--- config.mk ---
export PLATFORM = sky130hd
export DESIGN_NAME = instr_fetch_unit
export DESIGN_NICKNAME = d
export VERILOG_FILES = /design/src/rtl/instr_fetch_unit.sv
export SDC_FILE = /design/constraint.sdc
export NUM_CORES = 1
export LEC_CHECK = 0
export ABC_AREA = 1
export CORE_ASPECT_RATIO = 0.6
export CORE_UTILIZATION = 40
export CTS_BUF_LIST = sky130_fd_sc_hd__clkbuf_4 sky130_fd_sc_hd__clkbuf_8
export DETAILED_ROUTE_END_ITERATION = 8
export GPL_ROUTABILITY_DRIVEN = 0
export GPL_TIMING_DRIVEN = 0
export SYNTH_ARGS = -nofsm -noshare
export SYNTH_HDL_FRONTEND = slang
export SYNTH_SLANG_ARGS = --single-unit
export TNS_END_PERCENT = 50
--- constraint.sdc ---
create_clock -name clk -period 4.75 [get_ports clk]
set_input_delay 0.95 -clock clk [delete_from_list [all_inputs] [get_ports clk]]
set_output_delay 0.95 -clock clk [all_outputs]
set_load 0.1 [all_outputs]
--- src/rtl/instr_fetch_unit.sv ---
// Instruction fetch front end: owns the fetch PC, issues in-order imem requests, buffers
// returned words and hands {instr, pc, pc+4} to decode; redirects flush everything in flight.
module instr_fetch_unit #(
  parameter logic [31:0] RESET_PC   = 32'h0000_0000,
  parameter int          FIFO_DEPTH = 4
) (
  input  logic        clk,
  input  logic        reset,
  output logic        imem_req_valid,
  input  logic        imem_req_ready,
  output logic [31:0] imem_req_addr,
  input  logic        imem_rsp_valid,
  input  logic [31:0] imem_rsp_data,
  input  logic        redirect_valid,
  input  logic [31:0] redirect_pc,
  output logic        instr_valid,
  input  logic        instr_ready,
  output logic [31:0] instr,
  output logic [31:0] instr_pc,
  output logic [31:0] instr_pc_plus4
);
  localparam int IW = $clog2(FIFO_DEPTH);
  localparam int PW = IW + 1;
  localparam int CW = PW + 1;

  logic [31:0]   pc_mem   [FIFO_DEPTH];
  logic [31:0]   data_mem [FIFO_DEPTH];

  // head: oldest entry, fill: oldest unfilled entry, tail: next allocation
  logic [PW-1:0] head_ptr, fill_ptr, tail_ptr;
  logic [PW-1:0] squash_cnt;
  logic [31:0]   fetch_pc;
  logic          req_valid_q;

  logic [PW-1:0] alloc_cnt, unfilled_cnt;
  logic          req_fire, rsp_drop, rsp_fill, pop;
  logic [CW-1:0] alloc_next, squash_next;

  assign alloc_cnt    = tail_ptr - head_ptr;
  assign unfilled_cnt = tail_ptr - fill_ptr;
  assign req_fire     = req_valid_q & imem_req_ready;
  assign rsp_drop     = imem_rsp_valid & (squash_cnt != '0);
  assign rsp_fill     = imem_rsp_valid & (squash_cnt == '0);
  assign instr_valid  = (fill_ptr != head_ptr);
  assign pop          = instr_valid & instr_ready;

  assign imem_req_valid = req_valid_q;
  assign imem_req_addr  = fetch_pc;

  assign instr          = instr_valid ? data_mem[head_ptr[IW-1:0]] : '0;
  assign instr_pc       = instr_valid ? pc_mem[head_ptr[IW-1:0]] : '0;
  assign instr_pc_plus4 = instr_valid ? instr_pc + 32'd4 : '0;

  // Credit accounting for the next cycle; a redirect turns every unfilled entry into a squash.
  always_comb begin
    alloc_next  = CW'(alloc_cnt) + CW'(req_fire) - CW'(pop);
    squash_next = CW'(squash_cnt) - CW'(rsp_drop);
    if (redirect_valid) begin
      alloc_next  = '0;
      squash_next = CW'(squash_cnt) + CW'(unfilled_cnt) + CW'(req_fire) - CW'(imem_rsp_valid);
    end
  end

  always_ff @(posedge clk) begin
    if (reset) begin
      head_ptr    <= '0;
      fill_ptr    <= '0;
      tail_ptr    <= '0;
      squash_cnt  <= '0;
      fetch_pc    <= RESET_PC;
      req_valid_q <= 1'b0;
    end else begin
      req_valid_q <= (alloc_next + squash_next) < CW'(FIFO_DEPTH);
      squash_cnt  <= PW'(squash_next);
      if (redirect_valid) begin
        head_ptr <= '0;
        fill_ptr <= '0;
        tail_ptr <= '0;
        fetch_pc <= redirect_pc & 32'hFFFF_FFFC;
      end else begin
        if (req_fire) begin
          tail_ptr <= tail_ptr + PW'(1);
          fetch_pc <= fetch_pc + 32'd4;
        end
        if (rsp_fill) fill_ptr <= fill_ptr + PW'(1);
        if (pop)      head_ptr <= head_ptr + PW'(1);
      end
    end
  end

  // Entry payload carries no reset; visibility is governed by the pointers.
  always_ff @(posedge clk) begin
    if (req_fire) pc_mem[tail_ptr[IW-1:0]]   <= fetch_pc;
    if (rsp_fill) data_mem[fill_ptr[IW-1:0]] <= imem_rsp_data;
  end

  assert property (@(posedge clk) disable iff (reset)
    imem_rsp_valid |-> (squash_cnt != '0 || unfilled_cnt != '0));
  assert property (@(posedge clk) disable iff (reset)
    (CW'(alloc_cnt) + CW'(squash_cnt)) <= CW'(FIFO_DEPTH));

endmodule

== Yosys cells after proc, flatten, opt, wreduce, memory -nomap -nowiden ==
Memory sizes are Yosys's and may differ from the RTL's. A register that Yosys moved wholly into a read port is not among the register bits.
Index checks and enable logic that the tools add are counted.

* Bits in writable memories: 256
* Register bits after elaboration: 45
* Input bits: 70
* Word-level logic and storage cells: 48
* Memories kept: 2

* Reductions and logical operators: 4
* Eq/ne operators: 1
* $lt $le $gt $ge: 1
* Add/sub/neg operators: 14
* Bitwise operators: 4
* Multiplexer cells: 15

{| class="wikitable"
|+ Memories
! memory !! depth !! bits a word !! rd ports !! clocked after memory_dff !! write ports !! RTL line !! text
|-
| data_mem || 4 || 32 || 1 || 1 || 1 || 27 || <nowiki>logic [31:0] data_mem [FIFO_DEPTH];</nowiki>
|-
| pc_mem || 4 || 32 || 1 || 1 || 1 || 26 || <nowiki>logic [31:0] pc_mem [FIFO_DEPTH];</nowiki>
|}

{| class="wikitable"
|+ Operator list
! cell !! number
|-
| $mux 32 || 5
|-
| $add 32x3->32 const B || 2
|-
| $add 3x1->3 const B || 3
|-
| $mux 2 || 4
|-
| $mux 4 || 2
|-
| $sub 4x1->4 || 2
|-
| $sub 3x3->3 || 2
|-
| $add 3x1->4 || 1
|-
| $add 3x3->4 || 1
|-
| $add 4x1->4 || 1
|-
| $add 4x4->4 || 1
|-
| $and 1x1->1 || 4
|-
| $lt 4x3->1 const B || 1
|-
| $mux 1 || 4
|-
| $sub 3x1->4 || 1
|-
| $logic_not 3->1 || 1
|-
| $ne 3x3->1 || 1
|-
| $reduce_bool 3->1 || 1
|-
| $reduce_bool 2->1 || 1
|-
| $reduce_or 2->1 || 1
|}

== Longest topological paths before layout ==
* Depth after elaboration: 7
* Mapped depth: 23

== Least setup slack after synthesis ==
Ideal clock, no wire load.

* Path type: flip-flop to output port
* From: reg fill_ptr[0]
* To: out instr_pc_plus4[18]
* Required time: 3800 ps
* Path buffers: 3
* Slack: -1410 ps
* Cell stages (with the launch flop): 17
* Data arrival time: 5210 ps
* Path through: dfxtp_1 -> inv_1 -> nand2_1 -> nand2_1 -> nand3_2 -> buf_6 -> buf_6 -> inv_1 -> clkbuf_1 -> a21oi_1 -> ha_1 -> nand3_1 -> nor2_4 -> nand2_2 -> nor2_1 -> nor2_1 -> a21oi_1

* Longest elaborated chain between the ends: 4

{| class="wikitable"
|+ RTL lines
! what !! RTL line !! text
|-
| start, declared || 30 || <nowiki>logic [PW-1:0] head_ptr, fill_ptr, tail_ptr;</nowiki>
|-
| start signal, assigned || 85 || <nowiki>if (rsp_fill) fill_ptr <= fill_ptr + PW'(1);</nowiki>
|-
| $ne 3x3->1 || 44 || <nowiki>assign instr_valid = (fill_ptr != head_ptr);</nowiki>
|-
| $mux 32 || 51 || <nowiki>assign instr_pc = instr_valid ? pc_mem[head_ptr[IW-1:0]] : '0;</nowiki>
|-
| net instr_pc[2] || 19 || <nowiki>output logic [31:0] instr_pc,</nowiki>
|-
| $add 32x3->32 || 52 || <nowiki>assign instr_pc_plus4 = instr_valid ? instr_pc + 32'd4 : '0;</nowiki>
|-
| $mux 32 || 52 ||
|-
| end, declared || 20 || <nowiki>output logic [31:0] instr_pc_plus4</nowiki>
|}

The timed path passes the listed nets, and every way through them passes these cells.

==> flow_summary.yaml <==
status:
  status: "finished with violations"
  violations: "design-rule violations"
final_layout:
  final_util: 0.516
  diodes: 0
  fill_cells: 3291
  final_cells: 2352
  drive_gt1_frac: 0.0976
  nNetsFinal: 1952
  area_growth_pct: 25.8
placed_design:
  dp.cells: 2270
  port_buffers: 190
  hpwlAfterDp_um: 30300
cts:
  hold_buffers: 0
  cts_root_buf: "clkbuf_8"
  cts_tree: "yes"
  clk_pin_slew_ps: 70
  cts_buffers: 45
  clk_latency_ps: 600
  clockBufferDepth: 3
  h-tree-depth: 2
  cts_num_sinks: 293
die:
  fp.dieH_um: 149
  core_area_um2: 35300
  die_x_um: 248
  io_pins: 200
  rows: 53
  initial_core_util: 0.410
  dieArea_um2: 37000
hold_path:
  whs_path_depth: 1
  min_to: "tail_ptr[2]"
  hp-class: "reg2reg"
  holdCritStartpoint: "tail_ptr[2]"
power_and_ir_drop:
  power_density_nw_per_um2: 455
  switching_share: 0.413
  leakage_nw: 7.70
  pwr-share-comb: 0.368
  power_frac_clock: 0.263
  p_int_mw: 4.87
  vdd_drop_max_uv: 192
  seqPwrFrac: 0.370
  power_switching_mw: 3.43
timing:
  fmax_mhz: 219
  rsz0062_at_grt: "true"
  setup_viol: 0
  slew_headroom: 0.278
  tightestPinTransition_ps: 1080
  final-hold-violation-count: 0
  worst_clock_skew_ps: 36.3
  slew_violations: 0
  min_period_ps: 4570
  finalCritPeriodShare: 0.962
setup_path:
  rr_worst_depth: 21
  reg2reg_slack_ps: 920
  path_class: "reg2out"
  r2r_end: "imem_req_valid"
  cp-end-kind: "primary output"
  worstPathRequired_ps: 3800
  cp_max_fo: 10
  arrival_ps: 3620
  r2r-start: "fill_ptr[0]"
  setup.worst_path.start_class: "flop"
detailed_routing:
  drc_errors: 11
  finalWirelength_um: 41900
  vias_per_cell: 4.95
  firstDrtPassIters: 7
  drtIter0Drc: 1045
  vias: 11600
  routedWlPerCell_um: 17.8
  drt.antenna.violating_nets: 0
global_routing:
  grt-ovfl-total: 0
  antenna_found_initial: 0
  grt_pass1_vias: 11000
  grt_pass1_wl_um: 63600
  grt.total_usage: 0.227
  grt_max_degree: 28
synthesis:
  synth_edf_count: 248
  yosysTopAreaCellShare: 0.514
  syn-instance-count: 1600
  synth_flop_cell: "edfxtp_1"
  ys_ff_latch: 293
  synth_top_area_cell: "edfxtp_1"
  synth.distinct_cells: 41
  yosys_warnings: 0
  synth-seq-area-share: 0.576
  ys_async_sr_fraction: 0
  synth_area_leaders: "edfxtp_1, nand2_1, dfxtp_1"
  postSynthAreaPerCell_um2: 9.06
  syn-cell-area_um2: 14500
flow_run:
  drv_cap: 0
repair_timing:
| action | CTS | global route |
|---|---|---|
| hold endpoints to repair | 0 | 0 |
| pin swaps | 0 | 1 |
| resized for setup | 64 | 30 |
| setup endpoints to repair | 18 | 33 |
| setup buffers | 0 | 1 |
area by class of cell:
| cell class | count | area, µm² | share of cell area |
|---|---|---|---|
| timing repair buffer | 199 | 2110 | 0.116 |
| buffer | 69 | 438 | 0.0240 |
| clock buffer | 66 | 796 | 0.0437 |
| sequential | 293 | 8350 | 0.458 |
| clock inverter | 15 | 121 | 0.00666 |
| tap | 467 | 584 | 0.0321 |
| inverter | 243 | 913 | 0.0501 |
| multi-input combinational | 1000 | 4920 | 0.270 |
flip-flops by register name, indices dropped and copies added, names as in the netlist, named ones only:
name	flops
squash_cnt	3
imem_req_valid	1
tail_ptr	3
fill_ptr	3
pc_mem	120
data_mem	128
imem_req_addr	30
head_ptr	3
how the worst max path moves through the flow:
stage | from | endpoint | slack [ps] | cells past startpoint
floorplan | fill_ptr[0] | instr_pc_plus4[17] | 10 | 9
global placement | fill_ptr[0] | instr_pc_plus4[18] | -520 | 17
detailed placement | fill_ptr[0] | instr_pc_plus4[18] | -530 | 17
CTS | fill_ptr[0] | instr_pc_plus4[30] | 40 | 19
global route | flop | instr_pc_plus4[29] | -50 | 14
finish | flop | instr[16] | 180 | 10
layer usage:
| metal | vias to the layer above | routed length, µm | GRT usage |
|---|---|---|---|
| li1 | 5677 | - | - |
| met1 | 5438 | 20600 | 0.358 |
| met2 | 476 | 17100 | 0.319 |
| met3 | 50 | 3560 | 0.0404 |
| met4 | 0 | 616 | 0.0549 |
| met5 | - | 0 | 0 |
per-stage QoR:
step / setup TNS (ps) / worst slack (ps) / area (µm²) / power [mW] / hold WS (ps)
2_1_floorplan: 0 / 10.8 / 14500 / 5.32 / 446
3_3_place_gp: -17730 / -517 / 17000 / 6.11 / 459
3_5_place_dp: -3190 / -534 / 17300 / 6.16 / 468
4_1_cts: 0 / 41.4 / 18200 / 8.32 / 485
5_1_grt: -46.2 / -46.2 / 18200 / 8.63 / 509
6_report: 0 / 181 / 18200 / 8.30 / 488
synthesized netlist by cell type, types with 2 or more instances:
cell and count:
o21ai_0 94, o21bai_1 4, a21oi_1 68, or2_2 3, a31oi_1 9, edfxtp_1 248
buf_1 4, a211oi_1 3, nand4_1 11, nand3_2 2, buf_4 8, inv_1 240
xor2_1 30, nor2_4 5, nand2_2 8, clkbuf_1 23, and2_1 2, xnor2_1 4
buf_2 19, nand2_1 348, dfxtp_1 45, ha_1 26, fa_1 5, nand3_1 113
nor2_1 228, nor2_2 6, buf_6 14, nor3_1 17
power by group through the flow:
stage / Sequential (mW) / Combinational [mW] / Clock (mW)
floorplan: 3.23 / 2.09 / 0
global route: 3.08 / 3.23 / 2.32
CTS: 3.06 / 3.04 / 2.21
global placement: 3.12 / 2.98 / 0
detailed placement: 3.12 / 3.05 / 0
finish: 3.07 / 3.05 / 2.18
critical path, cell delays in order (launching register included):
cell and delay, ps:
dfxtp_1 350, buf_6 170, buf_6 160, buf_6 160, buf_2 250, buf_2 290, nor2_1 80, nor2_1 100
o21ai_0 110, a21oi_1 200, clkdlybuf4s50_1 1150
logic make-up after synthesis:
| family | synth area share |
|---|---|
| compound gates | 0.0664 |
| fa+ha+maj | 0.0294 |
| buf+inv | 0.0930 |
| simple gates | 0.214 |
| flops | 0.576 |
| xor+xnor | 0.0205 |
| other cells | 0.000259 |
cells in the final DEF, fill, tap and decap left out, types with 4 or more instances in the layout:
cell and n:
ha_1 25, nand2_2 8, clkinv_1 7, clkdlybuf4s50_1 158, clkbuf_4 19, nor2_4 14
fa_1 5, nor2_1 218, edfxtp_1 248, xnor2_1 4, buf_2 21, o21bai_1 4
xor2_1 30, conb_1 6, a21oi_1 65, nor2_2 7, buf_4 10, o21ai_0 94
dfxtp_1 43, inv_1 239, dlymetal6s2s_1 14, a31oi_1 9, buf_1 4, nand4_1 11
nand3_1 113, buf_12 8, nand2_1 348, clkinv_2 7, clkbuf_8 48, clkdlybuf4s15_2 5
nor3_1 17, clkbuf_1 22, buf_6 16
No activity file was read; power rests on OpenSTA's default activity.
